`config.mk`:
```
export PLATFORM = sky130hd
export DESIGN_NAME = fifo_read_ctrl
export DESIGN_NICKNAME = d
export VERILOG_FILES = /design/src/rtl/fifo_read_ctrl.sv
export SDC_FILE = /design/constraint.sdc
export NUM_CORES = 1
export LEC_CHECK = 0
export CAP_MARGIN = 10
export CORE_MARGIN = 3
export CORE_UTILIZATION = 52
export DETAILED_ROUTE_END_ITERATION = 12
export GPL_TIMING_DRIVEN = 1
export PLACE_DENSITY_LB_ADDON = 0.3
export SLEW_MARGIN = 20
export SYNTH_ARGS = -nofsm -noshare
export SYNTH_HDL_FRONTEND = slang
export SYNTH_SLANG_ARGS = --single-unit
```
`constraint.sdc`:
```
create_clock -name r_clk_i -period 8 [get_ports r_clk_i]
set_input_delay 1.2 -clock r_clk_i [delete_from_list [all_inputs] [get_ports r_clk_i]]
set_output_delay 1.2 -clock r_clk_i [all_outputs]
set_load 0.01 [all_outputs]
```
`src/rtl/fifo_read_ctrl.sv`:
```
// -----------------------------------------------------------------------------
// fifo_read_ctrl
// Read-side controller of an asynchronous FIFO. It owns the read pointer,
// which is kept both in binary (RAM address) and in Gray code (crossing to the
// write domain). It derives empty, almost-empty and occupancy from the write
// pointer, which arrives already synchronized into this domain. It also keeps
// a sticky flag for reads attempted while the FIFO is empty.
//
// All status flags are computed from the pointer value being loaded on the
// current edge. This keeps them consistent with r_ptr_o in the same cycle.
// A stale write pointer can only make the FIFO look emptier than it is,
// never fuller, so the flags are pessimistic in the safe direction.
// -----------------------------------------------------------------------------
module fifo_read_ctrl #(
    parameter int ADDR_SIZE = 8,
    parameter int AE_THRESH = 4
) (
    input  logic                 r_clk_i,
    input  logic                 r_rst_i,
    input  logic                 r_en_i,
    input  logic                 underflow_clr_i,
    input  logic [ADDR_SIZE:0]   rw_ptr_i,
    output logic [ADDR_SIZE:0]   r_ptr_o,
    output logic [ADDR_SIZE-1:0] r_addr_o,
    output logic                 r_ren_o,
    output logic                 r_valid_o,
    output logic                 empty_o,
    output logic                 almost_empty_o,
    output logic [ADDR_SIZE:0]   r_level_o,
    output logic                 underflow_o
);

    // Pointer width: one extra bit distinguishes full from empty.
    localparam int PW = ADDR_SIZE + 1;

    // Almost-empty threshold expressed at pointer width for the compare.
    localparam logic [PW-1:0] AE_THRESH_C = PW'(AE_THRESH);

    // -------------------------------------------------------------------------
    // Pointer encoding helpers
    // -------------------------------------------------------------------------

    // Binary to reflected Gray code.
    function automatic logic [PW-1:0] bin2gray(input logic [PW-1:0] b);
        return b ^ (b >> 1);
    endfunction

    // Reflected Gray code to binary: each bit is the XOR of all higher Gray bits.
    function automatic logic [PW-1:0] gray2bin(input logic [PW-1:0] g);
        logic [PW-1:0] b;
        b[PW-1] = g[PW-1];
        for (int i = PW - 2; i >= 0; i--) begin
            b[i] = b[i+1] ^ g[i];
        end
        return b;
    endfunction

    // -------------------------------------------------------------------------
    // State registers
    // -------------------------------------------------------------------------
    logic [PW-1:0]        r_bin_r;
    logic [PW-1:0]        r_ptr_r;
    logic                 r_valid_r;
    logic                 empty_r;
    logic                 almost_empty_r;
    logic [PW-1:0]        r_level_r;
    logic                 underflow_r;

    // -------------------------------------------------------------------------
    // Next-state signals
    // -------------------------------------------------------------------------
    logic                 rd_acc_s;
    logic                 rd_under_s;
    logic [PW-1:0]        next_bin_s;
    logic [PW-1:0]        next_gray_s;
    logic [PW-1:0]        w_bin_s;
    logic [PW-1:0]        level_next_s;
    logic                 empty_next_s;
    logic                 almost_empty_next_s;

    // Read acceptance, next pointer values and the status flags they imply.
    always_comb begin
        rd_acc_s            = 1'b0;
        rd_under_s          = 1'b0;
        next_bin_s          = r_bin_r;
        next_gray_s         = r_ptr_r;
        w_bin_s             = gray2bin(rw_ptr_i);
        level_next_s        = '0;
        empty_next_s        = 1'b1;
        almost_empty_next_s = 1'b1;

        // A read is taken only when the registered empty flag allows it.
        // While empty, the request is counted as an underflow attempt.
        if (r_en_i == 1'b1) begin
            rd_acc_s   = ~empty_r;
            rd_under_s = empty_r;
        end else begin
            rd_acc_s   = 1'b0;
            rd_under_s = 1'b0;
        end

        // The pointer wraps naturally at 2^PW through modulo arithmetic.
        next_bin_s   = r_bin_r + {{(PW-1){1'b0}}, rd_acc_s};
        next_gray_s  = bin2gray(next_bin_s);

        // Occupancy is seen from the pointer being loaded on this edge.
        level_next_s = w_bin_s - next_bin_s;

        if (next_gray_s == rw_ptr_i) begin
            empty_next_s = 1'b1;
        end else begin
            empty_next_s = 1'b0;
        end

        if (level_next_s <= AE_THRESH_C) begin
            almost_empty_next_s = 1'b1;
        end else begin
            almost_empty_next_s = 1'b0;
        end
    end

    // Read pointer, data-valid pipeline and status flags. Reset forces the
    // safe "empty" view.
    always_ff @(posedge r_clk_i or posedge r_rst_i) begin
        if (r_rst_i) begin
            r_bin_r        <= '0;
            r_ptr_r        <= '0;
            r_valid_r      <= 1'b0;
            empty_r        <= 1'b1;
            almost_empty_r <= 1'b1;
            r_level_r      <= '0;
        end else begin
            r_bin_r        <= next_bin_s;
            r_ptr_r        <= next_gray_s;
            r_valid_r      <= rd_acc_s;
            empty_r        <= empty_next_s;
            almost_empty_r <= almost_empty_next_s;
            r_level_r      <= level_next_s;
        end
    end

    // Sticky underflow flag. A new underflow takes priority over a clear
    // in the same cycle, so no event is lost.
    always_ff @(posedge r_clk_i or posedge r_rst_i) begin
        if (r_rst_i) begin
            underflow_r <= 1'b0;
        end else if (rd_under_s) begin
            underflow_r <= 1'b1;
        end else if (underflow_clr_i) begin
            underflow_r <= 1'b0;
        end else begin
            underflow_r <= underflow_r;
        end
    end

    // -------------------------------------------------------------------------
    // Outputs
    // -------------------------------------------------------------------------

    // The RAM enable must reach the RAM in the same cycle as the request,
    // so it is the only combinational output. It is gated by the registered
    // empty flag, which also holds it low throughout reset.
    assign r_ren_o        = rd_acc_s;
    assign r_addr_o       = r_bin_r[ADDR_SIZE-1:0];
    assign r_ptr_o        = r_ptr_r;
    assign r_valid_o      = r_valid_r;
    assign empty_o        = empty_r;
    assign almost_empty_o = almost_empty_r;
    assign r_level_o      = r_level_r;
    assign underflow_o    = underflow_r;

endmodule

```
# Word-level counts from Yosys, hierarchy flattened
# Cells that the tools add are included.
[word_totals]
regBits = 31
in_bits = 13
output_inout_bits = 31
[op_classes]
addsub = 2
order_cmp = 1
n_eq_ne = 1
n_mux = 6
bitwise = 10
n_reduce_logical = 1
[op_table]
columns = ["cell", "count"]
rows = [
  ["adder 9 x 1 -> 9 bit", 1],
  ["equality test 9 bit", 1],
  ["<= comparator 9 x 3 -> 1 bit (second input constant)", 1],
  ["subtractor 9 bit", 1],
  ["bitwise XOR 9 x 8 -> 9 bit", 1],
  ["bitwise XOR 1 bit", 8],
  ["2-to-1 mux 1 bit", 6],
  ["nonzero test 2 bit", 1],
  ["inverter 1 bit", 1],
]

# Logic depth before layout (Yosys ltp)
[depth]
depth_word = 11
ltp_mapped = 15

# Worst setup path after synthesis
# OpenSTA, ideal clock, no wires.
[synth_timing]
path_kind = "in2reg"
startpoint = "input rw_ptr_i[8]"
endpoint = "register almost_empty_r, in the netlist almost_empty_o"
arrival_time_ns = 4.373
required_ns = 7.899
setup_slack_ns = 3.527
stages = 15
cell_sequence = "xor3_2 > xor2_2 > xnor2_2 > xor2_2 > xnor3_2 > xnor2_1 > ha_1 > inv_1 > fa_1 > a211oi_1 > o21ai_0 > a21o_1 > a21oi_1 > xnor2_1 > nor4b_1"
[synth_between]
elab_chain_len = 11
[synth_lines]
columns = ["item", "line", "rtl"]
rows = [
  ["from (decl)", "22", "input logic [ADDR_SIZE:0] rw_ptr_i,"],
  ["bitwise XOR 1 bit (8 in series)", "53", "b[i] = b[i+1] ^ g[i];"],
  ["subtractor 9 bit (*)", "107", "level_next_s = w_bin_s - next_bin_s;"],
  ["named net level_next_s[8]", "77", "logic [PW-1:0] level_next_s;"],
  ["<= comparator 9 x 3 -> 1 bit (*)", "115", "if (level_next_s <= AE_THRESH_C) begin"],
  ["2-to-1 mux 1 bit (*)", "115", ""],
  ["named net almost_empty_next_s", "79", "logic almost_empty_next_s;"],
  ["to (signal assigned)", "137", "almost_empty_r <= almost_empty_next_s;"],
  ["to (decl)", "65", "logic almost_empty_r;"],
]
# Mark *: on every way through the listed nets, which the timed path passes. The rest lies on a longest branch.
# A chain may end at the register's enable or synchronous reset.

# Worst setup path after layout
# Same ends and word-level chain as after synthesis.

==> flow_summary.json <==
{
  "worst_ir_drop_vdd_mv": 0.242,
  "outcome": "finished, final reports clean",
  "synth_cells": 147,
  "syn-num-nets": 171,
  "first_pass_iters": 4,
  "ys_top_cells_by_count": "dfrtp_1, xor2_1, xnor2_1, inv_1, nor2_1",
  "rows": 19,
  "drv_cap": 0,
  "fin_nets": 221,
  "grt_setup_unrepaired": "false",
  "start_util": 0.570,
  "cp.arrival_ps": 5270,
  "htree_levels": 2,
  "die_w_um": 62.1,
  "ys_async_sr_fraction": 1.00,
  "worstMarginPinSlew_ps": 659,
  "hold_buffers": 0,
  "drive_gt1_frac": 0.0758,
  "rr_endpoint": "almost_empty_o$_DFF_PP1_",
  "hp-class": "flip-flop to flip-flop",
  "synth-edff-count": 0,
  "p_leak_nw": 0.972,
  "worstPathMaxFanout": 3,
  "critPathLaunch": "rw_ptr_i[8]",
  "end_kind": "flip-flop",
  "fin_util": 0.759,
  "worstReg2RegStart": "empty_o$_DFF_PP1_",
  "routed_wl_um": 3530,
  "via_count": 1218,
  "drtIter0Drc": 42,
  "fmax_ghz": 0.199,
  "multi_input_area_um2": 833,
  "area_growth_pct": 33.1,
  "cts_resized": 0,
  "n_fill_cell": 213,
  "setup_slack_ps": 2970,
  "setup_viol": 0,
  "dp_hpwl_um": 2710,
  "gp_congestion": 0.794,
  "tritoncts": "yes",
  "cts.sinks": 30,
  "p_per_area_mw_per_mm2": 410,
  "dieArea_mm2": 0.00386,
  "yosys.cell_types.count": 32,
  "ys_ff_latch": 30,
  "synth.most_common_cell": "dfrtp_1",
  "crit_required_ps": 8230,
  "post-synth-top-area-cell": "dfrtp_1",
  "critical_path.startpoint_type": "input port",
  "cts_buffers": 5,
  "dp_cells": 232,
  "grt_start_max_net_pins": 31,
  "grt_pass1_wl_um": 6180,
  "die_h_um": 62.1,
  "dp_slack_ps": 2650,
  "clk_path_buf_depth": 2,
  "reg2reg_depth": 12,
  "power.total_mw": 0.894,
  "ant_nets": 0,
  "core_mm2": 0.00288,
  "yosysSeqAreaShare": 0.460,
  "clock_latency_ps": 340,
  "gr-total-overflow": 0,
  "vias_per_cell": 5.08,
  "synth_top_area_frac": 0.427,
  "drv_slew": 0,
  "synth_area_leaders": "dfrtp_1, xor2_1, xnor2_1",
  "crit_end": "almost_empty_o$_DFF_PP1_",
  "first_global_vias": 1325,
  "drc": 0,
  "port_buffers": 43,
  "reg2reg_slack_ps": 4540,
  "path_clk_slew_ps": 90,
  "layout.cells.non_filler": 240,
  "ctsRootBufferMaster": "clkbuf_4",
  "avgSynthCellArea_um2": 11.2,
  "num_antenna_cells": 0,
  "grt_use_total": 0.205,
  "max_slew_margin": 0.559,
  "setup_tns_ps": 0,
  "skew_ps": 7.78,
  "boundaryPins": 44,
  "register_area_um2": 753,
  "min_period_over_period": 0.629,
  "synth_warnings": 0,
  "critical_path_class": "input port to flip-flop",
  "netlist_area_mm2": 0.00164,
  "cts_setup_buffers": 0,
  "antenna_found_initial": 0,
  "wl_per_cell_um": 14.7,
  "ys.flop_type": "dfrtp_1",
  "hold_viol": 0,
  "period_needed_ps": 5030
}
==> logic make-up after synthesis <==
kind of cell,share of synthesized area
compound gates,0.0870
fa+ha+maj,0.0886
xor+xnor,0.225
simple gates,0.102
buf+inv,0.0321
flops,0.460
mux,0.00611
==> metrics by stage <==
| step | hold WS [ps] | cell area [µm²] |
|---|---|---|
| 2_1_floorplan | 522 | 1640 |
| 3_3_place_gp | 516 | 2120 |
| 3_5_place_dp | 523 | 2120 |
| 4_1_cts | 538 | 2180 |
| 5_1_grt | 572 | 2180 |
| 6_report | 531 | 2180 |
==> state kept, by name, summed over array words and instances, names as in the netlist <==
| signal | count |
|---|---|
| r_level_o | 9 |
| r_ptr_o | 8 |
| r_valid_o | 1 |
| underflow_o | 1 |
| almost_empty_o | 1 |
| r_bin_r | 9 |
| empty_o | 1 |
==> worst max-delay path: stages <==
cell             delay (ps)
clkdlybuf4s50_1         530
xor3_2                  500
xor2_2                  180
xnor2_2                 190
xor2_2                  230
xnor3_2                 340
xnor2_1                 180
ha_1                    190
inv_1                    60
fa_1                    420
a211oi_1                290
o21ai_0                 170
a21o_1                  170
a21oi_1                 170
xnor2_1                 110
nor4b_1                 330
==> per-layer routing <==
| metal | share of wire | vias to the layer above | global-route usage |
|---|---|---|---|
| li1 | - | 587 | - |
| met1 | 0.40 | 581 | 0.223 |
| met2 | 0.50 | 44 | 0.348 |
| met3 | 0.072 | 6 | 0.0847 |
| met4 | 0.022 | 0 | 0.0939 |
| met5 | 0 | - | 0 |
==> cells in the final DEF, fill, tap and decap left out, types with 2 or more instances in the layout <==
| master | synthesis | routed |
|---|---|---|
| a211oi_1 | 3 | 3 |
| a21o_1 | 2 | 2 |
| a21oi_1 | 4 | 4 |
| and2_1 | 2 | 2 |
| and3_1 | 3 | 3 |
| clkbuf_4 | 0 | 5 |
| clkdlybuf4s50_1 | 0 | 43 |
| dfrtp_1 | 28 | 28 |
| dfstp_2 | 2 | 2 |
| ha_1 | 10 | 10 |
| inv_1 | 14 | 13 |
| nand2_1 | 3 | 3 |
| nand2b_1 | 2 | 2 |
| nand3_1 | 4 | 4 |
| nand3b_1 | 2 | 2 |
| nor2_1 | 12 | 12 |
| nor3_1 | 2 | 2 |
| o21a_1 | 3 | 3 |
| o21ai_0 | 6 | 6 |
| xnor2_1 | 15 | 15 |
| xor2_1 | 16 | 16 |
| xor2_2 | 2 | 2 |
==> power breakdown <==
group	switching [mW]	total (mW)	internal, mW
Clock	0.0521	0.0947	0.0425
Sequential	0.0297	0.245	0.215
Combinational	0.285	0.554	0.269
Total	0.367	0.894	0.527
==> worst min-delay path by stage <==
stage                              end  cells after the start               startpoint
4_1_cts        underflow_o$_DFFE_PP0P_                      2  underflow_o$_DFFE_PP0P_
2_1_floorplan  underflow_o$_DFFE_PP0P_                      2        empty_o$_DFF_PP1_
6_report       underflow_o$_DFFE_PP0P_                      2  underflow_o$_DFFE_PP0P_
3_3_place_gp   underflow_o$_DFFE_PP0P_                      2  underflow_o$_DFFE_PP0P_
3_5_place_dp   underflow_o$_DFFE_PP0P_                      2  underflow_o$_DFFE_PP0P_
5_1_grt        underflow_o$_DFFE_PP0P_                      2        empty_o$_DFF_PP1_
==> layout make-up <==
cell class,instances,area share
sequential,30,0.345
clock buffer,7,0.0252
timing repair buffer,43,0.197
clock inverter,1,0.00229
inverter,14,0.0241
multi-input combinational,103,0.382
tap,42,0.0241
Power figures use the tool's default switching activity.
